==> src/rtl/mac_8_9_pipe.sv <==
// mac_8_9_pipe: 2-stage unsigned multiply-accumulate, out = a*b + (acc_en ? out : c).
// Define MAC_8_9_PIPE_SATURATE_EN to clamp results at all ones instead of wrapping.
module mac_8_9_pipe #(
  parameter int WIDTH = 18
) (
  input  logic             clk,
  input  logic             rst_n,
  input  logic             in_valid,
  input  logic             acc_en,
  input  logic [WIDTH-1:0] a,
  input  logic [WIDTH-1:0] b,
  input  logic [WIDTH-1:0] c,
  output logic [WIDTH-1:0] out,
  output logic             out_valid
);
  logic [WIDTH-1:0] a_r, b_r, c_r, addend, res;
  logic acc_r, v1;
  assign addend = acc_r ? out : c_r;
`ifdef MAC_8_9_PIPE_SATURATE_EN
  logic [2*WIDTH-1:0] prod;
  logic [2*WIDTH:0] sum;
  // full-width sum so any carry past WIDTH bits forces the clamp
  always_comb begin
    prod = {{WIDTH{1'b0}}, a_r} * {{WIDTH{1'b0}}, b_r};
    sum = {1'b0, prod} + {{(WIDTH+1){1'b0}}, addend};
    res = |sum[2*WIDTH:WIDTH] ? {WIDTH{1'b1}} : sum[WIDTH-1:0];
  end
`else
  // only the low WIDTH bits survive wrap-around, so compute just those
  always_comb res = a_r * b_r + addend;
`endif
  // stage 1: unconditional operand capture
  always_ff @(posedge clk or negedge rst_n) begin
    if (!rst_n) begin
      a_r <= '0;
      b_r <= '0;
      c_r <= '0;
      acc_r <= 1'b0;
      v1 <= 1'b0;
    end else begin
      a_r <= a;
      b_r <= b;
      c_r <= c;
      acc_r <= acc_en;
      v1 <= in_valid;
    end
  end
  // stage 2: result register updates only for valid operations
  always_ff @(posedge clk or negedge rst_n) begin
    if (!rst_n) begin
      out <= '0;
      out_valid <= 1'b0;
    end else begin
      if (v1) out <= res;
      out_valid <= v1;
    end
  end
endmodule

==> config.mk <==
export PLATFORM = sky130hd
export DESIGN_NAME = mac_8_9_pipe
export DESIGN_NICKNAME = d
export VERILOG_FILES = /design/src/rtl/mac_8_9_pipe.sv
export SDC_FILE = /design/constraint.sdc
export NUM_CORES = 1
export LEC_CHECK = 0
export ABC_AREA = 1
export BUFFER_PORTS_ARGS = -buffer_cell sky130_fd_sc_hd__buf_2
export CAP_MARGIN = 40
export CORE_MARGIN = 2
export CORE_UTILIZATION = 25
export DETAILED_ROUTE_END_ITERATION = 8
export SYNTH_ARGS = -nofsm -noshare
export SYNTH_HDL_FRONTEND = slang
export SYNTH_SLANG_ARGS = --single-unit
==> constraint.sdc <==
create_clock -name clk -period 12.9 [get_ports clk]
set_input_delay 2.58 -clock clk [delete_from_list [all_inputs] [get_ports clk]]
set_output_delay 2.58 -clock clk [all_outputs]
set_load 0.005 [all_outputs]
==> results.toml <==
[power]
vdd_drop_max_mv = 0.1653
p_total_w = 0.002556
power_leakage_nw = 5.713
p_per_area_nw_per_um2 = 267.9

[yosys]
synth.yosys.warnings = 0
synth_top_area_share_pct = 29.36
synthCells = 1041
syn_avg_cell_area_um2 = 8.058
synth_area_um2 = 8388
synth_cell_types = 40
synth_seq_area_share_pct = 22.37
ys_top_cells_by_area = "fa_1 29%, dfrtp_1 22%, inv_1 14%"
ys_ff_latch = 75
synthesis.nets = 1284
synth-edff-count = 0
async_reset_ff_share_pct = 100.0
ys.flop_type = "dfrtp_1"
synth_top_cell_by_area = "fa_1"

[clocking]
cts_setup_buffers = 0
cts_buffers = 9
cts_tree = "built"
insertion_delay_ns = 0.36
htreeDepth = 3
cts_resized = 0
clk_path_buf_depth = 2
cts-hold-fix-buffers = 0
clock_sinks = 75
clkSlewWorstSetupHoldPaths_ns = 0.06
clockRootBuffer = "clkbuf_16"

[detailed_routing]
ant_nets = 0
wl_per_cell_um = 12.81
viasPerCell = 4.039
drt-pass1-iter-count = 5
wirelength_mm = 19.85
drc = 0
vias = 6261
drtIter0Drc = 312

[timing]
post-route-period-util_pct = 42.57
period_minus_slack_ns = 5.492
finalSetupViolCount = 0
final_hold_viol_count = 0
tightest_slew_ns = 0.8591
grt_setup_unrepaired = "no"
slew_headroom_pct = 42.73
hold_slack_ns = 0.4713
setup_tns_ns = 0
drv_slew = 0
fmax_mhz = 182.1
skew_ns = 0.01192

[floorplanning]
dieArea_um2 = 35030
ios = 77
row_count = 67
die_x_um = 187.2
core_um2 = 33280
die_h_um = 187.2
start_util_pct = 25.20

[critical_path]
setup.worst_path.start_class = "register"
critical_path.slowest_cell = "dfrtp_1"
critPathTopFamily = "adder cells"
crit_fanout = 18
crit_buf_inv = 5
crit_path_max_incr_delay_ns = 0.68
arrival_ns = 5.79
setup.worst_path.start = "b_r[0]"
worst_path_most_repeated_cell = "fa_1"
critPathRequiredTime_ns = 13.20
path_cells = "nand2_1 > fa_1 > inv_1 > fa_1 > inv_1 > fa_1 > inv_1 > fa_1 > fa_1 > inv_1 > fa_1 > inv_1 > ha_1 > a21oi_1 > a21boi_1 > o21ai_0 > nand2_1 > nand3_1 > nand2_1"
path_class = "register to register"
timing.rr.start = "b_r[0]"
worst_setup_path_end_kind = "register"

[outcome]
outcome = "finished, final reports clean"

[finish]
drive_above_1_share_pct = 10.34
fillerInstances = 3569
n_antenna_cell = 0
nets = 1340
post-route-util_pct = 28.67
final_area_um2 = 9540
syn_to_final_growth_pct = 13.74

[grt]
grt_overflow = 0
grt_start_max_net_pins = 33
grt_pass1_vias = 6749
antenna_found_initial = 0
grt_pass1_wl_mm = 33.48
grtUsageTotal_pct = 12.11

[run]
max_cap_viol_count = 0

[min_path]
hold_start = "v1"
holdCritPathClass = "register to register"

[placement]
globalplace.congestion = 0.8448
placed_cell_area_um2 = 9230
dp_hpwl_mm = 16.52
portBuffers = 76
state kept, by name, summed over array words and instances (netlist names):
name,flops
v1,1
out_valid,1
c_r,18
out,18
acc_r,1
a_r,18
b_r,18
logic make-up (layout without fill, tap and decap cells):
| kind of cell | Yosys count | in the layout | synth area share (%) |
|---|---|---|---|
| flip-flops | 75 | 75 | 22.37 |
| AND/OR/NAND/NOR | 356 | 356 | 17.36 |
| adder cells (fa/ha/maj) | 185 | 185 | 38.60 |
| AO/OA/AOI/OAI | 45 | 45 | 3.013 |
| buffers and inverters | 361 | 422 | 16.54 |
| XOR/XNOR | 11 | 11 | 1.149 |
| multiplexers | 8 | 8 | 0.9547 |
path summary, 6_finish.rpt:
path                        endpoint  slack (ns)  depth (start not counted)
max                          out[14]        7.41                         19
min                        out_valid        0.47                          0
max reg2reg                  out[14]        7.41                         19
min reg2reg                out_valid        0.47                          0
max in group asynchronous     c_r[3]        9.94                          3
min in group asynchronous    b_r[10]        2.07                          1
per-stage QoR:
step | cells | setup WS [ns]
2_1_floorplan | 1041 | 7.680
5_1_grt | 1550 | 6.923
3_5_place_dp | 1534 | 7.369
6_report | 1550 | 7.408
3_3_place_gp | 1532 | 7.447
4_1_cts | 1550 | 7.395
cells in the mapped netlist, types with 2 or more instances:
cell	instances
inv_2	3
xor2_1	4
clkbuf_1	20
inv_1	323
nand3b_4	2
nand3_1	28
nor2_1	12
nor3_1	2
a21oi_1	8
fa_1	123
nand2_1	294
ha_1	62
mux2i_1	8
nand2_2	9
dfrtp_1	75
a21o_1	2
o21ai_0	25
buf_4	3
clkbuf_2	2
xnor2_1	7
nand4_1	2
buf_2	9
cell usage in the layout (no fill, tap or decap), types with 3 or more instances in the layout:
cell	synthesis	final
a21oi_1	8	8
buf_2	9	75
buf_4	3	3
clkbuf_16	0	9
dfrtp_1	75	75
fa_1	123	123
ha_1	62	62
inv_1	323	323
inv_2	3	3
mux2i_1	8	8
nand2_1	294	294
nand2_2	9	9
nand3_1	28	28
nor2_1	12	12
o21ai_0	25	25
xnor2_1	7	7
xor2_1	4	4
final cells by class:
type / instances / area, um^2 / area share (%)
flip-flops and latches: 75 / 1877 / 19.67
clock inverters: 6 / 71.32 / 0.7475
clock buffers: 10 / 239.0 / 2.505
repair buffers: 80 / 445.4 / 4.669
well taps: 448 / 560.5 / 5.875
multi-input cells: 605 / 5124 / 53.70
inverters: 326 / 1224 / 12.83
per-layer routing:
layer / vias to the layer above / share of wire [%] / global-route usage (%)
li1: 3048 / - / -
met3: 23 / 3.3 / 1.745
met2: 130 / 49 / 21.03
met1: 3060 / 46 / 15.29
met5: - / 0 / 0
met4: 0 / 1.9 / 4.396
where the power goes:
group,switching (W),internal [W]
combinational,0.00118,0.000784
clock,0.000111,0.000157
sequential,0.0000441,0.000281
Power figures use the tool's default switching activity.
